$ cat src/rtl/sdram_ref_pkg.sv
// Shared types and default constants for the SDRAM refresh scheduler.
package sdram_ref_pkg;

  typedef enum logic [1:0] {
    IDLE   = 2'd0,
    OWED   = 2'd1,
    URGENT = 2'd2
  } ref_state_t;

  localparam int DEF_REF_INTERVAL  = 2236;
  localparam int DEF_MAX_POSTPONE  = 8;
  localparam int DEF_URGENT_THRESH = 6;

endpackage

$ cat src/rtl/ref_interval_timer.sv
// tREFI interval counter: emits a one-cycle expiry strobe every REF_INTERVAL
// enabled cycles; clearing enable restarts a full interval.
module ref_interval_timer
  import sdram_ref_pkg::*;
#(
  parameter int CNT_W        = 12,
  parameter int REF_INTERVAL = DEF_REF_INTERVAL
) (
  input  logic clk,
  input  logic reset,
  input  logic enable,
  output logic tick
);

  if (REF_INTERVAL < 2 || REF_INTERVAL > (1 << CNT_W)) begin : g_bad_interval
    $error("REF_INTERVAL must be in 2 .. 2**CNT_W");
  end

  localparam logic [CNT_W-1:0] LAST = CNT_W'(REF_INTERVAL - 1);

  logic [CNT_W-1:0] cnt_q, cnt_d;

  // NOTE: every signal assigned here gets a default first, so no latch is inferred.
  always_comb begin
    cnt_d = cnt_q;
    tick  = 1'b0;
    if (!enable) begin
      cnt_d = '0;
    end else if (cnt_q == LAST) begin
      cnt_d = '0;
      tick  = 1'b1;
    end else begin
      cnt_d = cnt_q + CNT_W'(1);
    end
  end

  // NOTE: state registers use non-blocking assignments; combinational blocks use blocking.
  always_ff @(posedge clk or negedge reset) begin
    if (!reset) cnt_q <= '0;
    else        cnt_q <= cnt_d;
  end

endmodule

$ cat src/rtl/sdram_refresh_scheduler.sv
// Refresh scheduler: owed-refresh credit counter, req/ack handshake, urgency and
// sticky overflow. Define SDRAM_REF_PULLIN_EN to add idle-time refresh pull-in.
module sdram_refresh_scheduler
  import sdram_ref_pkg::*;
#(
  parameter int CNT_W         = 12,
  parameter int REF_INTERVAL  = DEF_REF_INTERVAL,
  parameter int MAX_POSTPONE  = DEF_MAX_POSTPONE,
  parameter int URGENT_THRESH = DEF_URGENT_THRESH,
  parameter int PEND_W        = 4
) (
  input  logic              clk,
  input  logic              reset,
  input  logic              enable,
  input  logic              ref_ack,
  input  logic              bank_idle,
  output logic              ref_req,
  output logic              ref_urgent,
  output logic [PEND_W-1:0] pending,
  output logic              tick,
  output logic              overflow_err
`ifdef SDRAM_REF_PULLIN_EN
  ,
  output logic [PEND_W-1:0] pullin_cnt
`endif
);

  if (MAX_POSTPONE > (1 << PEND_W) - 1) begin : g_bad_pend_w
    $error("MAX_POSTPONE does not fit in PEND_W bits");
  end
  if (URGENT_THRESH < 1 || URGENT_THRESH > MAX_POSTPONE) begin : g_bad_thresh
    $error("URGENT_THRESH must be in 1 .. MAX_POSTPONE");
  end

  localparam logic [PEND_W-1:0] MAX_P = PEND_W'(MAX_POSTPONE);
  localparam logic [PEND_W-1:0] URG_P = PEND_W'(URGENT_THRESH);

  logic              expire;
  logic              ack_acc, ack_pend, tick_pend;
  logic [PEND_W-1:0] pending_q, pending_d;
  logic              overflow_q, overflow_d;
  logic              tick_q;
  ref_state_t        state_q, state_d;

  ref_interval_timer #(
    .CNT_W       (CNT_W),
    .REF_INTERVAL(REF_INTERVAL)
  ) u_timer (
    .clk   (clk),
    .reset (reset),
    .enable(enable),
    .tick  (expire)
  );

`ifdef SDRAM_REF_PULLIN_EN
  logic [PEND_W-1:0] pullin_q, pullin_d;
  logic              pull_req;

  // Pull-in request follows bank_idle directly so it withdraws the moment traffic returns.
  assign pull_req   = (pending_q == '0) && bank_idle && (pullin_q < MAX_P);
  assign ref_req    = (state_q != IDLE) || pull_req;
  assign pullin_cnt = pullin_q;
`else
  logic unused_bank_idle;
  assign unused_bank_idle = bank_idle;
  assign ref_req          = (state_q != IDLE);
`endif

  assign ack_acc = ref_ack && ref_req;

  always_comb begin
    pending_d  = pending_q;
    overflow_d = overflow_q;
    ack_pend   = ack_acc;
    tick_pend  = expire;
`ifdef SDRAM_REF_PULLIN_EN
    pullin_d = pullin_q;
    if (ack_acc && pending_q == '0) begin
      ack_pend = 1'b0;
      pullin_d = pullin_d + PEND_W'(1);
    end
    // A banked pull-in credit absorbs the tick instead of creating a new debt.
    if (expire && pullin_d != '0) begin
      tick_pend = 1'b0;
      pullin_d  = pullin_d - PEND_W'(1);
    end
`endif
    case ({tick_pend, ack_pend})
      2'b10: begin
        if (pending_q == MAX_P) overflow_d = 1'b1;
        else                    pending_d  = pending_q + PEND_W'(1);
      end
      2'b01: begin
        if (pending_q != '0) pending_d = pending_q - PEND_W'(1);
      end
      default: ;
    endcase

    if (pending_d == '0)         state_d = IDLE;
    else if (pending_d >= URG_P) state_d = URGENT;
    else                         state_d = OWED;
  end

  always_ff @(posedge clk or negedge reset) begin
    if (!reset) begin
      pending_q  <= '0;
      overflow_q <= 1'b0;
      tick_q     <= 1'b0;
      state_q    <= IDLE;
    end else begin
      pending_q  <= pending_d;
      overflow_q <= overflow_d;
      tick_q     <= expire;
      state_q    <= state_d;
    end
  end

`ifdef SDRAM_REF_PULLIN_EN
  always_ff @(posedge clk or negedge reset) begin
    if (!reset) pullin_q <= '0;
    else        pullin_q <= pullin_d;
  end
`endif

  assign pending      = pending_q;
  assign tick         = tick_q;
  assign overflow_err = overflow_q;
  assign ref_urgent   = (state_q == URGENT);

endmodule

$ cat config.mk
export PLATFORM = sky130hd
export DESIGN_NAME = sdram_refresh_scheduler
export DESIGN_NICKNAME = d
export VERILOG_FILES = /design/src/rtl/sdram_ref_pkg.sv /design/src/rtl/ref_interval_timer.sv /design/src/rtl/sdram_refresh_scheduler.sv
export SDC_FILE = /design/constraint.sdc
export NUM_CORES = 1
export LEC_CHECK = 0
export CORE_MARGIN = 4
export CORE_UTILIZATION = 54
export DETAILED_ROUTE_END_ITERATION = 12
export GPL_TIMING_DRIVEN = 0
export PLACE_DENSITY = 0.77
export SYNTH_ARGS = -nofsm -noshare
export SYNTH_HDL_FRONTEND = slang
export SYNTH_SLANG_ARGS = --single-unit
$ cat constraint.sdc
create_clock -name clk -period 3.3 [get_ports clk]
set_input_delay 0.33 -clock clk [delete_from_list [all_inputs] [get_ports clk]]
set_output_delay 0.33 -clock clk [all_outputs]
set_load 0.02 [all_outputs]
==> results of run 1 <==
## power by group
part	internal [W]	switching, W	total [W]	leakage (nW)
combinational	0.00000739	0.00000909	0.0000165	0.295
clock	0.0000425	0.0000691	0.000112	0.0138
sequential	0.000248	0.00000389	0.000252	0.277
total	0.000298	0.0000820	0.000380	0.586
## cells by family (layout without fill, tap and decap cells)
| group | count (synthesis) | in the layout | synth area share, % |
|---|---|---|---|
| AO/OA/AOI/OAI | 14 | 14 | 8.10 |
| XOR/XNOR | 10 | 10 | 7.87 |
| adder cells (fa/ha/maj) | 6 | 6 | 6.75 |
| buffers and inverters | 9 | 23 | 3.94 |
| flip-flops | 20 | 20 | 45.0 |
| multiplexers | 2 | 2 | 1.91 |
| AND/OR/NAND/NOR | 57 | 57 | 26.4 |
## worst paths after layout
path	startpoint	endpoint	slack (ps)	cells past startpoint
max reg2reg	u_timer.cnt_q[2]	state_q[0]	230	12
max	u_timer.cnt_q[2]	state_q[0]	230	12
min reg2reg	overflow_err	overflow_err	480	1
max in group asynchronous	reset	pending[0]	2260	1
min	overflow_err	overflow_err	480	1
min in group asynchronous	reset	u_timer.cnt_q[2]	520	1
## per-stage QoR
step                instance area, sq um  hold WS (ps)
floorplan                           1110          34.4
global placement                    1260           460
detailed placement                  1260           465
CTS                                 1280           493
global route                        1280           519
finish                              1280           484
## routing by layer
layer / part of all wire, % / wire length [microns]
met5: 0 / 0
met4: 1.4 / 28
met3: 6.2 / 126
met2: 44 / 890
met1: 49 / 994
## critical path: cells and delay by family, from the launching register on
kind	cells	cell delay, ps
compound gates	3	370
simple gates	5	1260
flops	1	470
mux	1	260
fa+ha+maj	1	300
buf+inv	2	280
## synthesized netlist by cell type (2+ instances only)
library cell	number	area (sq um)
sky130_fd_sc_hd__nand2_1	6	22.5
sky130_fd_sc_hd__dfrtp_1	20	500
sky130_fd_sc_hd__xnor2_1	5	43.8
sky130_fd_sc_hd__buf_2	2	10.0
sky130_fd_sc_hd__a21oi_1	2	10.0
sky130_fd_sc_hd__xor2_1	5	43.8
sky130_fd_sc_hd__o21ai_0	3	15.0
sky130_fd_sc_hd__and2_1	2	12.5
sky130_fd_sc_hd__or3b_1	2	17.5
sky130_fd_sc_hd__o31ai_1	2	15.0
sky130_fd_sc_hd__and3_1	3	18.8
sky130_fd_sc_hd__nor3_1	6	30.0
sky130_fd_sc_hd__nand4_1	4	25.0
sky130_fd_sc_hd__nand3_1	7	35.0
sky130_fd_sc_hd__nor2b_1	4	25.0
sky130_fd_sc_hd__inv_1	6	22.5
sky130_fd_sc_hd__nor2_1	18	67.6
sky130_fd_sc_hd__ha_1	6	75.1
## registers in the layout, indices dropped and copies added, names as in the netlist
register and count:
state_q 2, tick 1, overflow_err 1, u_timer.cnt_q 12, pending 4
## layout make-up
class                      instances  area [sq um]  area share [%]
clock buffer                       3          22.5            1.76
buffer                             3          21.3            1.66
multi-input combinational         89           568            44.4
sequential                        20           500            39.1
inverter                           6          22.5            1.76
tap                               27          33.8            2.64
timing repair buffer              11           110            8.61
## cell usage in the layout, fill, tap and decap left out
cell	synthesis	routed
sky130_fd_sc_hd__a21o_1	1	1
sky130_fd_sc_hd__a21oi_1	2	2
sky130_fd_sc_hd__a22oi_1	1	1
sky130_fd_sc_hd__a31oi_1	1	1
sky130_fd_sc_hd__and2_1	2	2
sky130_fd_sc_hd__and3_1	3	3
sky130_fd_sc_hd__and3_2	1	1
sky130_fd_sc_hd__buf_2	2	2
sky130_fd_sc_hd__buf_6	1	1
sky130_fd_sc_hd__clkbuf_4	0	3
sky130_fd_sc_hd__clkdlybuf4s50_1	0	11
sky130_fd_sc_hd__dfrtp_1	20	20
sky130_fd_sc_hd__ha_1	6	6
sky130_fd_sc_hd__inv_1	6	6
sky130_fd_sc_hd__mux2_2	1	1
sky130_fd_sc_hd__mux2i_1	1	1
sky130_fd_sc_hd__nand2_1	6	6
sky130_fd_sc_hd__nand2b_1	1	1
sky130_fd_sc_hd__nand3_1	7	7
sky130_fd_sc_hd__nand4_1	4	4
sky130_fd_sc_hd__nor2_1	18	18
sky130_fd_sc_hd__nor2b_1	4	4
sky130_fd_sc_hd__nor3_1	6	6
sky130_fd_sc_hd__nor4bb_1	1	1
sky130_fd_sc_hd__o21a_1	1	1
sky130_fd_sc_hd__o21ai_0	3	3
sky130_fd_sc_hd__o21ai_1	1	1
sky130_fd_sc_hd__o21bai_1	1	1
sky130_fd_sc_hd__o311ai_0	1	1
sky130_fd_sc_hd__o31ai_1	2	2
sky130_fd_sc_hd__or2_2	1	1
sky130_fd_sc_hd__or3b_1	2	2
sky130_fd_sc_hd__or4b_1	1	1
sky130_fd_sc_hd__xnor2_1	5	5
sky130_fd_sc_hd__xor2_1	5	5
==> flow_summary.ini, run 1 <==
[outcome]
status = finished, final reports clean

[global_route]
via_count_of_the_first_global_routing_pass = 801
groute.layer.met1.usage_pct = 23.7
largest_net_degree_at_the_start_of_global_routing = 21
grt_remaining_overflow = 0
global_route.peak_usage_layer = met2
grt_antenna_before_repair = 0
gr_util_met2_pct = 24.5
track_usage_pct = 16.6
first_pass_grt_wire_length_mm = 3.43
groute.layer.met3.usage_pct = 2.54

[clock_tree]
cts-resized-gates = 0
cts_hold_buf = 0
cts.path.max_buffers = 2
cts_max_level = 1
cts_setup_buffers = 0
clock-sinks = 20
worst_setup_hold_path_clk_slew_ps = 100
clock_latency_of_the_later_clocked_register_in_the_worst_skew_pair_ps = 290
ctsRootBufferMaster = sky130_fd_sc_hd__clkbuf_4
numCtsBuffers = 3
cts_tree = yes

[critical_path]
crit_path_top_delay_cell = sky130_fd_sc_hd__or4b_1
timing_worst_setup_path_type = reg -> reg
worst_ep_required_time_ps = 3480
crit_path_end_kind = register
timing.critical_path.fanout_max = 10
critPathMaxStageDelay_ps = 540
worst_setup_path_start_kind = register
worst_ep_arrival_time_ps = 3250
worstPathCellList = or4b_1 -> nor3_1 -> nand4_1 -> inv_1 -> nand2_1 -> ha_1 -> buf_2 -> or3b_1 -> mux2_2 -> o311ai_0 -> a21o_1 -> a21oi_1

[synthesis]
ys_seq_area_share_pct = 45.0
ys_types = 33
syn-instance-count = 118
yosys_register_bits = 20
synth_fp_nets = 129
synth-main-ff-cell = sky130_fd_sc_hd__dfrtp_1
ys_async_sr_fraction_pct = 100
synth.avg_cell_area_sq_um = 9.43
synth_enable_flop_cells = 0
mappedNetlistArea_sq_um = 1110
yosys_warnings = 0

[finish]
finish.utilization_pct = 65.2
antenna_cells_inserted = 0
post_layout_nonfiller_instances = 159
drive_above_1_share_pct = 6.82
num-nets-final = 145
area_growth_pct = 15.0
filler_cell_count = 195

[power_and_ir_drop]
totalPowerFinal_w = 0.000380
irDropWorstVdd_mv = 0.208
power_density_nw_per_um2 = 297
leakage_nw = 0.586

[floorplanning]
initial_core_utilization_pct = 56.7
floorplan.core_area_sq_um = 1960
floorplan.die_area_sq_um = 2850
die_width_microns = 53.4
num_io_pins = 13
rows = 16
die-height_microns = 53.4

[min_path]
min_path_type = reg -> reg

[timing]
max_freq_mhz = 326
setup_ws_ps = 228
setup_viol = 0
timing.slew.headroom_pct = 42.3
period_share_pct = 93.1
least_margin_pin_slew_ps = 863
maxSlewViolCount = 0
setup_total_negative_slack_ps = 0
rsz0062_at_grt = no
timing.final.hold_violations = 0
finalClockSkew_ps = 1.05
final_period_minus_worst_setup_slack_ps = 3070

[drt]
post_drt_wl_per_cell_microns = 12.8
drc_errors = 0
dr_total_vias = 874
count_of_antenna_violating_nets_left_after_detailed_routing = 0
avgViaCountPerCell = 5.50
initialDrtViolationCount = 23
first_pass_iters = 4
totalWireLength_mm = 2.04

[place]
placed_wire_length_estimate_mm = 1.51
portBuffers = 11
dp_cells = 156
final_weighted_congestion_in_routability_driven_placement = 0.851
pre_cts_ws_ps = 258

[run]
timing.max_cap.violations = 0
(Power assumes the default switching activity.)
==> run 2: changes to the inputs <==
--- a/config.mk
+++ b/config.mk
@@ -6,10 +6,11 @@
 export NUM_CORES = 1
 export LEC_CHECK = 0
 export CORE_MARGIN = 4
-export CORE_UTILIZATION = 54
+export CORE_UTILIZATION = 49
 export DETAILED_ROUTE_END_ITERATION = 12
 export GPL_TIMING_DRIVEN = 0
-export PLACE_DENSITY = 0.77
+export PLACE_DENSITY = 0.74
+export SLEW_MARGIN = 20
 export SYNTH_ARGS = -nofsm -noshare
 export SYNTH_HDL_FRONTEND = slang
 export SYNTH_SLANG_ARGS = --single-unit
==> constraint.sdc (replaced) <==
create_clock -name clk -period 2.7 [get_ports clk]
set_input_delay 0.27 -clock clk [delete_from_list [all_inputs] [get_ports clk]]
set_output_delay 0.27 -clock clk [all_outputs]
set_load 0.02 [all_outputs]
==> run 2 against run 1 <==
  * Final area rose by 13%
  * Critical path depth is 1 lower
  * First-iteration DRC count down 43%
  * Non-clock buffer count rose by 9
  * Clock skew is essentially flat
==> flow_summary.ini, run 2 (synthesized netlist as in run 1, its figures left out) <==
[outcome]
status = finished, final reports clean

[critical_path]
worstPathCellList = or4b_4 -> nor3_4 -> nand4_1 -> inv_2 -> and2_4 -> ha_4 -> or3b_1 -> mux2_4 -> o311ai_4 -> a21o_1 -> a21oi_1
worst_ep_required_time_ps = 2890
worst-r2r-cell-count = 11
critical_path.top_delay_family = simple AND/OR/NAND/NOR gates
critPathMaxStageDelay_ps = 550
timing_worst_setup_path_type = reg -> reg
cp-startpoint = u_timer.cnt_q[10]
timing.critical_path.fanout_max = 2
critical_path.n_buffers_inverters = 1
worst_setup_path_start_kind = register
worst_ep_arrival_time_ps = 2860
crit_path_end_kind = register
worst-r2r-setup-slack_ps = 20
worstReg2RegStart = u_timer.cnt_q[10]
crit_path_top_delay_cell = sky130_fd_sc_hd__or4b_4
r2r-end = state_q[0]

[floorplanning]
rows = 16
floorplan.core_area_sq_um = 2060
die_width_microns = 55.6
die-height_microns = 55.6
num_io_pins = 13
floorplan.die_area_sq_um = 3100
initial_core_utilization_pct = 53.9

[min_path]
min_path_type = in -> async

[finish]
finish.instance_area_sq_um = 1450
largest-register = u_timer.cnt_q
most-common-layout-cells = sky130_fd_sc_hd__dfrtp_1, sky130_fd_sc_hd__nor2_1, sky130_fd_sc_hd__clkdlybuf4s50_1
flip_flop_count_of_the_largest_register_all_copies_and_words_added = 12
area_growth_pct = 29.9
antenna_cells_inserted = 0
drive_above_1_share_pct = 21.1
layout.cells.most_common = sky130_fd_sc_hd__dfrtp_1
num-nets-final = 154
finish.utilization_pct = 70.1

[timing]
timing.final.hold_violations = 0
finalClockSkew_ps = 1.49
final_period_minus_worst_setup_slack_ps = 2680
setup_viol = 0
period_share_pct = 99.2
rsz0062_at_grt = yes
timing.slew.headroom_pct = 40.1
maxSlewViolCount = 0
max_freq_mhz = 373
least_margin_pin_slew_ps = 895

[drt]
dr_total_vias = 935
avgViaCountPerCell = 5.53
drc_errors = 0
first_pass_iters = 4
totalWireLength_mm = 2.45
initialDrtViolationCount = 13
post_drt_wl_per_cell_microns = 14.5
count_of_antenna_violating_nets_left_after_detailed_routing = 0

[clock_tree]
ctsRootBufferMaster = sky130_fd_sc_hd__clkbuf_4
cts_max_level = 1
clock_latency_of_the_later_clocked_register_in_the_worst_skew_pair_ps = 300
cts.path.max_buffers = 2
numCtsBuffers = 3
cts_tree = yes
worst_setup_hold_path_clk_slew_ps = 110
clock-sinks = 20

[global_route]
largest_net_degree_at_the_start_of_global_routing = 21
first_pass_grt_wire_length_mm = 4.20
track_usage_pct = 16.9
grt_remaining_overflow = 0
via_count_of_the_first_global_routing_pass = 893
grt_antenna_before_repair = 0

[place]
portBuffers = 11
postPlaceCellArea_sq_um = 1270
placed_wire_length_estimate_mm = 1.51
final_weighted_congestion_in_routability_driven_placement = 0.794

[power_and_ir_drop]
leakage_nw = 0.705
irDropWorstVdd_mv = 0.405
power_density_nw_per_um2 = 348

[run]
timing.max_cap.violations = 0
==> run 2: through the flow <==
step	total power, W	std cells	setup WS, ps	TNS (ps)	hold WS (ps)
detailed placement	0.000334	156	-276	-519	463
global placement	0.000334	156	-218	-331	462
floorplan	0.000321	118	-16.2	-16.2	-25.6
finish	0.000503	169	21.9	0	463
CTS	0.000507	167	-72.7	-72.7	476
global route	0.000529	169	-131	-151	509
==> run 2: layout make-up <==
class / instances / area (sq um)
multi-input combinational: 89 / 649
timing repair buffer: 21 / 185
sequential: 20 / 502
inverter: 6 / 22.5
buffer: 2 / 16.3
tap: 27 / 33.8
fill: 156 / 617
clock buffer: 4 / 36.3
==> run 2: worst max-delay path by stage <==
| stage | end | slack, ps | cells past startpoint |
|---|---|---|---|
| 2_1_floorplan | state_q[0] | -20 | 12 |
| 3_3_place_gp | state_q[0] | -220 | 12 |
| 3_5_place_dp | state_q[0] | -280 | 12 |
| 4_1_cts | state_q[0] | -70 | 12 |
| 5_1_grt | state_q[0] | -130 | 11 |
| 6_report | state_q[0] | 20 | 11 |
==> run 2: layer usage <==
| layer | GRT usage, % | up-vias | routed length, microns |
|---|---|---|---|
| li1 | - | 461 | - |
| met3 | 4.64 | 0 | 127 |
| met1 | 23.7 | 452 | 1190 |
| met5 | 0 | - | 0 |
| met4 | 2.08 | 0 | 0 |
| met2 | 26.7 | 22 | 1130 |
==> run 2: what timing repair did <==
action                                  CTS  global route
pin swaps                                 2             0
buffers inserted                          7             3
endpoints found under the setup margin    3             4
gates resized for setup                   9             6
hold buffers                              0             0
==> run 2: report_power, final <==
group          internal, W  switching [W]
clock network    0.0000823      0.0000900
logic            0.0000102      0.0000139
registers         0.000303     0.00000340
